[config.mk]
export PLATFORM = sky130hd
export DESIGN_NAME = adc_sample_src
export DESIGN_NICKNAME = d
export VERILOG_FILES = /design/src/rtl/adc_sample_src_pkg.sv /design/src/rtl/adc_tick_gen.sv /design/src/rtl/adc_sample_src.sv
export SDC_FILE = /design/constraint.sdc
export NUM_CORES = 1
export LEC_CHECK = 0
export CORE_MARGIN = 5
export CORE_UTILIZATION = 35
export DETAILED_ROUTE_END_ITERATION = 12
export MAX_ROUTING_LAYER = met4
export PLACE_DENSITY = 0.65
export SETUP_SLACK_MARGIN = 0.3
export SLEW_MARGIN = 20
export SYNTH_ARGS = -nofsm -noshare
export SYNTH_HDL_FRONTEND = slang
export SYNTH_SLANG_ARGS = --single-unit
[constraint.sdc]
create_clock -name clk -period 2.2 [get_ports clk]
set_input_delay 0.44 -clock clk [delete_from_list [all_inputs] [get_ports clk]]
set_output_delay 0.44 -clock clk [all_outputs]
set_load 0.02 [all_outputs]
[src/rtl/adc_sample_src_pkg.sv]
// adc_sample_src_pkg: shared types, frame constants and parameter sanity checks for the ADC sample source.
package adc_sample_src_pkg;

    typedef enum logic [1:0] {IDLE, SETUP, SHIFT, DONE} state_e;

    localparam int FRAME_BITS = 16;
    localparam int SAMPLE_W   = 16;

    function automatic bit frame_fits(input int lead_bits, input int adc_bits);
        return adc_bits >= 2 && adc_bits <= SAMPLE_W && lead_bits >= 0 && lead_bits + adc_bits <= FRAME_BITS;
    endfunction

    function automatic bit clk_div_ok(input int clk_div);
        return clk_div >= 2;
    endfunction

endpackage

[src/rtl/adc_tick_gen.sv]
// adc_tick_gen: sample-rate counter; held at zero while disabled, registered one-cycle tick once per period.
module adc_tick_gen #(
    parameter int PERIOD = 12500
) (
    input  logic clk_i,
    input  logic rst_ni,
    input  logic en_i,
    output logic tick_o
);

    localparam int CW = $clog2(PERIOD);

    logic [CW-1:0] cnt_q, cnt_d;
    logic          last;

    assign last  = cnt_q == CW'(PERIOD - 1);
    assign cnt_d = (!en_i || last) ? '0 : cnt_q + CW'(1);

    always_ff @(posedge clk_i or negedge rst_ni) begin
        if (!rst_ni) begin
            cnt_q  <= '0;
            tick_o <= 1'b0;
        end else begin
            cnt_q  <= cnt_d;
            tick_o <= en_i && last;
        end
    end

endmodule

[src/rtl/adc_sample_src.sv]
// adc_sample_src: one SPI read frame per sample tick on a serial unipolar ADC,
// delivering the code as a left-justified signed 16-bit sample with a one-cycle strobe.
module adc_sample_src
    import adc_sample_src_pkg::*;
#(
    parameter int CLK_DIV       = 4,
    parameter int SAMPLE_PERIOD = 12500,
    parameter int ADC_BITS      = 12,
    parameter int LEAD_BITS     = 4
) (
    input  logic                clk,
    input  logic                rst,
    input  logic                en,
    input  logic                adc_sdo,
    output logic                adc_cs_n,
    output logic                adc_sclk,
    output logic [SAMPLE_W-1:0] dout,
    output logic                out_en,
    output logic                overrun
);

    if (!(frame_fits(LEAD_BITS, ADC_BITS) && clk_div_ok(CLK_DIV))) begin : g_bad_cfg
        $error("adc_sample_src: illegal CLK_DIV/ADC_BITS/LEAD_BITS combination");
    end

    localparam int DW   = $clog2(CLK_DIV);
    localparam int BW   = $clog2(FRAME_BITS);
    // Leading bits shift out of the top of this register and are never stored.
    localparam int KEEP = FRAME_BITS - LEAD_BITS;
    localparam logic [ADC_BITS-1:0] SIGN = ADC_BITS'(1) << (ADC_BITS - 1);

    state_e              state_q, state_d;
    logic [DW-1:0]       div_q, div_d;
    logic [BW-1:0]       bit_q, bit_d;
    logic                hi_q, hi_d;
    logic [KEEP-1:0]     shift_q, shift_d;
    logic                cs_n_q, cs_n_d, sclk_q, sclk_d, out_en_q, out_en_d, overrun_q, overrun_d;
    logic [SAMPLE_W-1:0] dout_q, dout_d;
    logic                tick, div_end;
    logic [ADC_BITS-1:0] code;
    logic [SAMPLE_W-1:0] sample;

    adc_tick_gen #(.PERIOD(SAMPLE_PERIOD)) u_tick (
        .clk_i  (clk),
        .rst_ni (rst),
        .en_i   (en),
        .tick_o (tick)
    );

    // Offset binary to two's complement: flip the MSB, then left-justify.
    assign code   = shift_q[KEEP-1 -: ADC_BITS];
    assign sample = SAMPLE_W'({code ^ SIGN, {SAMPLE_W{1'b0}}} >> ADC_BITS);

    always_comb begin
        div_end = div_q == DW'(CLK_DIV - 1);
        state_d = state_q;
        bit_d   = bit_q;
        hi_d    = hi_q;
        shift_d = shift_q;
        div_d   = ((state_q == SETUP || state_q == SHIFT) && !div_end) ? div_q + DW'(1) : '0;
        unique case (state_q)
            IDLE:  if (tick) state_d = SETUP;
            SETUP: if (div_end) state_d = SHIFT;
            SHIFT: if (div_end) begin
                hi_d = !hi_q;
                if (!hi_q) shift_d = {shift_q[KEEP-2:0], adc_sdo};
                else begin
                    bit_d = bit_q + BW'(1);
                    if (bit_q == BW'(FRAME_BITS - 1)) state_d = DONE;
                end
            end
            default: state_d = IDLE;
        endcase
        // Outputs are registered from the next state so the pins change with the state.
        cs_n_d    = !(state_d == SETUP || state_d == SHIFT);
        sclk_d    = !(state_d == SHIFT && !hi_d);
        out_en_d  = state_d == DONE;
        dout_d    = (state_d == DONE) ? sample : dout_q;
        overrun_d = overrun_q || (tick && state_q != IDLE);
    end

    always_ff @(posedge clk or negedge rst) begin
        if (!rst) begin
            state_q   <= IDLE;
            div_q     <= '0;
            bit_q     <= '0;
            hi_q      <= 1'b0;
            shift_q   <= '0;
            cs_n_q    <= 1'b1;
            sclk_q    <= 1'b1;
            out_en_q  <= 1'b0;
            overrun_q <= 1'b0;
            dout_q    <= '0;
        end else begin
            state_q   <= state_d;
            div_q     <= div_d;
            bit_q     <= bit_d;
            hi_q      <= hi_d;
            shift_q   <= shift_d;
            cs_n_q    <= cs_n_d;
            sclk_q    <= sclk_d;
            out_en_q  <= out_en_d;
            overrun_q <= overrun_d;
            dout_q    <= dout_d;
        end
    end

    assign adc_cs_n = cs_n_q;
    assign adc_sclk = sclk_q;
    assign out_en   = out_en_q;
    assign overrun  = overrun_q;
    assign dout     = dout_q;

endmodule

## After elaboration in Yosys (flattened, before gate mapping)

Cells that the tools add are included.

- Input port bits: 4
- Register bits after elaboration: 52

- Muxes and demuxes: 10
- Equal/unequal tests: 8
- Bitwise operators: 2
- Add/subtract/negate cells: 3
- Reductions and logical operators: 18

Operator list:

| kind | count |
|---|---|
| adder 14 x 1 -> 14 bit (second input constant) | 1 |
| equality test 14 bit (second input constant) | 1 |
| two-way mux 14 bit | 1 |
| two-way mux 2 bit | 6 |
| equality test 2 bit (second input constant) | 4 |
| zero test 1 bit | 6 |
| case mux 2 bit (3 select lines) | 1 |
| AND reduction 3 bit | 2 |
| adder 4 x 1 -> 4 bit (second input constant) | 1 |
| equality test 2 x 1 -> 1 bit (second input constant) | 2 |
| equality test 4 bit (second input constant) | 1 |
| logical AND 1 bit | 4 |
| logical OR 1 bit | 4 |
| adder 2 x 1 -> 2 bit (second input constant) | 1 |
| zero test 2 bit | 1 |
| two-way mux 1 bit | 2 |
| inverter 1 bit | 2 |
| nonzero test 2 bit | 1 |

## Depth between registers and ports, before layout

- Depth in word-level cells: 8
- Depth in mapped cells: 9

## By module

Synthesis repeated with hierarchy kept, for this count alone.

- Cells, all modules: 185
- Area, all modules: 2339.7 µm²

Modules (own cells, without submodules):

| module | sequential area each (µm²) | area an instance (µm²) | cells an instance | times used |
|---|---|---|---|---|
| adc_sample_src | 928.4 | 1585.3 | 110 | 1 |
| adc_tick_gen | 375.4 | 754.5 | 75 | 1 |

## Least setup slack after synthesis

Ideal clock, no wire load.

- Kind: register to register
- From: register state_q[0]
- To: register dout_q[10], in the netlist dout[10]
- Library setup time: 0.125 ns
- Clock period less this slack: 2.221 ns
- Data arrival time: 2.096 ns
- Slack: -0.021 ns
- Required time: 2.075 ns
- Stages on the path, launching flop included: 10
- Path buffers: 1
- Cells stage by stage: dfrtp_1 -> inv_1 -> ha_1 -> nor2_1 -> o21ai_0 -> a32oi_1 -> a21oi_1 -> ha_1 -> buf_1 -> mux2_2

- Cells in the longest elaborated chain, start to end: 5
- Elaborated cells on any way between the ends: 10
- Those cells by class: 3 x eq/ne; 6 x mux; 1 x reduce/logical

RTL lines:

| what | RTL line | RTL |
|---|---|---|
| start: declaration | adc_sample_src.sv:32 | `state_e state_q, state_d;` |
| start signal: assignment | adc_sample_src.sv:95 | `state_q <= state_d;` |
| two-way mux 2 bit | adc_sample_src.sv:69 | `if (bit_q == BW'(FRAME_BITS - 1)) state_d = DONE;` |
| two-way mux 2 bit | adc_sample_src.sv:66 | `if (!hi_q) shift_d = {shift_q[KEEP-2:0], adc_sdo};` |
| two-way mux 2 bit | adc_sample_src.sv:64 | `SHIFT: if (div_end) begin` |
| case mux 2 bit (3 select lines) * | adc_sample_src.sv:61 | `unique case (state_q)` |
| via state_d[0] | adc_sample_src.sv:32 |  |
| equality test 2 bit * | adc_sample_src.sv:78 | `dout_d = (state_d == DONE) ? sample : dout_q;` |
| end signal: assignment | adc_sample_src.sv:104 | `dout_q <= dout_d;` |
| end: declaration | adc_sample_src.sv:38 | `logic [SAMPLE_W-1:0] dout_q, dout_d;` |

The timed path passes the listed nets; every way through them passes the cells marked *.
A chain may end at the register's enable or synchronous reset.

## Final worst setup path

- From: register state_q[0]
- To: register dout_q[4], in the netlist dout[4]

- Elaborated cells on any way between the ends: 10
- Those cells by class: 3 x eq/ne; 6 x mux; 1 x reduce/logical

RTL lines:

| what | RTL line |
|---|---|
| equality test 2 bit (tied with other cells) | adc_sample_src.sv:61 |
| case mux 2 bit (3 select lines) * | adc_sample_src.sv:61 |
| via state_d[1] | adc_sample_src.sv:32 |
| equality test 2 bit * | adc_sample_src.sv:78 |

Marked as above.

==> metrics.yaml <==
status: "complete, no violations"
floorplan.die.width_um: 91.4
grt_pass1_wl_um: 7010
floorplan.rows: 29
nets: 240
number_of_max_slew_violations_in_the_final_report: 0
netlist_instances: 184
floorplan.initialDensity_pct: 36.3
cts_tree: "done"
synth_compound_area_share_pct: 2.81
route.antenna.remaining_nets: 0
power_switching_share_pct: 21.0
rsz0062_at_grt: "true"
global_route.overflow_total: 0
synthDistinctLibCells: 38
critPathMaxFanout: 6
setup_total_negative_slack_ps: 0
postSynth.topFlopCell: "sky130_fd_sc_hd__dfrtp_1"
postSynthRegisterBits: 52
cts_root_buffer: "sky130_fd_sc_hd__clkbuf_8"
power_frac_comb_pct: 2.8
all_layer_gr_usage_pct: 10.6
final.period_utilization_pct: 88.8
timing_hold_violations_final: 0
cts.htree.levels: 2
setup_viol: 0
post_synth_mux_area_share_pct: 12.1
vias_per_std_cell: 4.70
min-delay-path-class: "in -> async"
worst_max_slew_margin_expressed_relative_to_the_limit_pct: 51.7
syn-mean-instance-area_um2: 12.6
synth_seq_area_share_pct: 56.2
worst_setup_path_end_kind: "register"
synth_top_cell_area_share_pct: 54.0
layout_min_cycle_time_ps: 1950
timing.critical_path.required_ps: 2390
power_per_cell_area_nw_per_um2: 563
synth_enable_flop_cells: 0
drt-met1-wl_um: 1840
worst-endpoint-arrival_ps: 2150
finalPower_uw: 1670
drt_pass1_iterations: 4
numCtsBuffers: 5
syn2layout_area_growth_pct: 27.6
place.port_buffers: 19
ant_diodes: 0
clkSinkCount: 52
grt_antenna_before_repair: 0
rrSetupSlack_ps: 250
dieHeight_um: 91.4
power.share.sequential_pct: 58.0
grt_max_degree: 33
synth_fa_ha_area_share_pct: 7.02
ys_top_cells_by_count: "sky130_fd_sc_hd__dfrtp_1, sky130_fd_sc_hd__mux2_2, sky130_fd_sc_hd__nor2_1"
place_worst_setup_slack_ps: 55.9
final_layout_size_suffix_gt1_share_pct: 32.6
crit_type: "reg -> reg"
synthXorXnorAreaFrac_pct: 5.29
clk-insertion-delay-late_ps: 310
route.met3.wl_um: 142
grt_pass1_vias: 1504
total_switching_power_uw: 350
gp_congestion: 0.758
proportion_of_synthesized_flip_flops_having_asynchronous_set_or_reset_pct: 100
startpoint_type: "register"
cts_hold_fix_bufs: 0
leakage_uw: 0.00137
clkSlewWorstSetupHoldPaths_ps: 100
max_freq_mhz: 512
rr_worst_depth: 9
worst_ir_drop_vdd_v: 0.000323
worstMarginPinSlew_ps: 724
clk_path_buf_depth: 2
routed-wl-met2_um: 2140
cap_viol_max_count: 0
netlist_area_um2: 2320
largest_family_of_logic_cells_by_synthesized_area: "simple AND/OR/NAND/NOR gates"
layout_setup_ws_ps: 246
maxUsedRoutingLayer: "met4"
detailroute.via_count: 1414
yosys.cell_count.top_type: "sky130_fd_sc_hd__dfrtp_1"
synth.top_cells.by_area: "sky130_fd_sc_hd__dfrtp_1, sky130_fd_sc_hd__mux2_2, sky130_fd_sc_hd__ha_1"
post_synth_and_or_nand_nor_area_fraction_pct: 12.8
core_um2: 6390
wirelength_um: 4160
synth_top_area_cell: "sky130_fd_sc_hd__dfrtp_1"
fp.dieArea_um2: 8350
detailed_place_hpwl_um: 2630
synth_warnings: 0
drtIter0Drc: 45
drcViolationCount: 0
power.clock.fraction_pct: 39.2
routed_wire_length_per_instance_um: 13.8
power.internal_uw: 1320
io_pins: 24
setup_skew_after_layout_ps: 12.4
per-layer routing:
layer	GRT usage, %	up-vias
li1	-	695
met1	12.4	697
met2	17.7	19
met3	2.81	3
met4	3.30	0
met5	-	-
state kept, by name, summed over array words and instances (netlist names):
name           flops
dout              12
code              12
overrun            1
bit_q              4
hi_q               1
out_en             1
state_q            2
u_tick.tick_o      1
adc_cs_n           1
div_q              2
adc_sclk           1
u_tick.cnt_q      14
cell usage in the layout (no fill, tap or decap), types with 2 or more instances in the layout:
master / netlist / layout
sky130_fd_sc_hd__dfrtp_1: 50 / 50
sky130_fd_sc_hd__clkdlybuf4s50_1: 0 / 18
sky130_fd_sc_hd__nor2_1: 17 / 15
sky130_fd_sc_hd__mux2_2: 24 / 14
sky130_fd_sc_hd__buf_4: 5 / 14
sky130_fd_sc_hd__mux2_4: 0 / 10
sky130_fd_sc_hd__nand2_1: 8 / 8
sky130_fd_sc_hd__xnor2_1: 8 / 8
sky130_fd_sc_hd__inv_1: 10 / 7
sky130_fd_sc_hd__ha_1: 13 / 7
sky130_fd_sc_hd__xor2_1: 6 / 6
sky130_fd_sc_hd__nand3_1: 5 / 5
sky130_fd_sc_hd__ha_4: 0 / 5
sky130_fd_sc_hd__clkbuf_8: 0 / 5
sky130_fd_sc_hd__nand4_1: 4 / 4
sky130_fd_sc_hd__conb_1: 1 / 4
sky130_fd_sc_hd__inv_2: 0 / 3
sky130_fd_sc_hd__and4_1: 2 / 2
sky130_fd_sc_hd__a21oi_2: 1 / 2
sky130_fd_sc_hd__a21o_1: 2 / 2
sky130_fd_sc_hd__nor3_1: 2 / 2
sky130_fd_sc_hd__or2_4: 1 / 2
sky130_fd_sc_hd__a21oi_1: 3 / 2
sky130_fd_sc_hd__dfstp_2: 2 / 2
per-stage QoR:
step	area (µm²)	std cells	util [%]	hold WS, ps
6_report	2960	301	46.3	180
5_1_grt	2960	301	46.3	235
4_1_cts	2890	300	45.3	205
3_5_place_dp	2610	279	40.9	437
3_3_place_gp	2610	279	40.9	429
2_1_floorplan	2350	187	-	144
power by group through the flow:
stage	sequential (µW)	combinational [µW]	clock, µW
floorplan	985	24.5	0
global placement	986	48.1	0
detailed placement	986	48.9	0
CTS	967	48.9	679
global route	968	54.7	719
finish	967	46.4	654
layout make-up:
class / instances / area [µm²]
well taps: 77 / 96.3
inverters: 10 / 37.5
multi-input cells: 118 / 1070
flip-flops and latches: 52 / 1300
repair buffers: 36 / 337
clock buffers: 6 / 72.6
clock inverters: 2 / 38.8
fillers: 580 / 3430
logic make-up (layout without fill, tap and decap cells):
group	count (synthesis)	after routing
AO/OA/AOI/OAI	10	10
XOR/XNOR	14	14
multiplexers	25	25
flip-flops	52	52
adder cells (fa/ha/maj)	13	13
other	1	4
buffers and inverters	17	54
AND/OR/NAND/NOR	52	52
path summary, 6_finish.rpt:
path | from | to
min in group clk | code[11] | dout[15]
worst min-delay path | rst | code[5]
worst min register to register | code[11] | dout[15]
worst max register to register | state_q[0] | dout[4]
worst max-delay path | state_q[0] | dout[4]
max in group asynchronous | rst | bit_q[0]
worst max-delay path, cell delays in order (launching register included):
cell,delay [ps]
sky130_fd_sc_hd__dfrtp_1,440
sky130_fd_sc_hd__inv_2,100
sky130_fd_sc_hd__buf_4,140
sky130_fd_sc_hd__buf_4,120
sky130_fd_sc_hd__ha_1,180
sky130_fd_sc_hd__a21oi_1,160
sky130_fd_sc_hd__nor2_2,90
sky130_fd_sc_hd__ha_4,180
sky130_fd_sc_hd__buf_8,140
sky130_fd_sc_hd__mux2_4,290
what timing repair did:
action / 4_1_cts / 5_1_grt
endpoints found under the setup margin: 13 / 13
pin swaps: 7 / 11
buffers inserted: 13 / 1
resized for setup: 17 / 16
(Power assumes the default switching activity.)
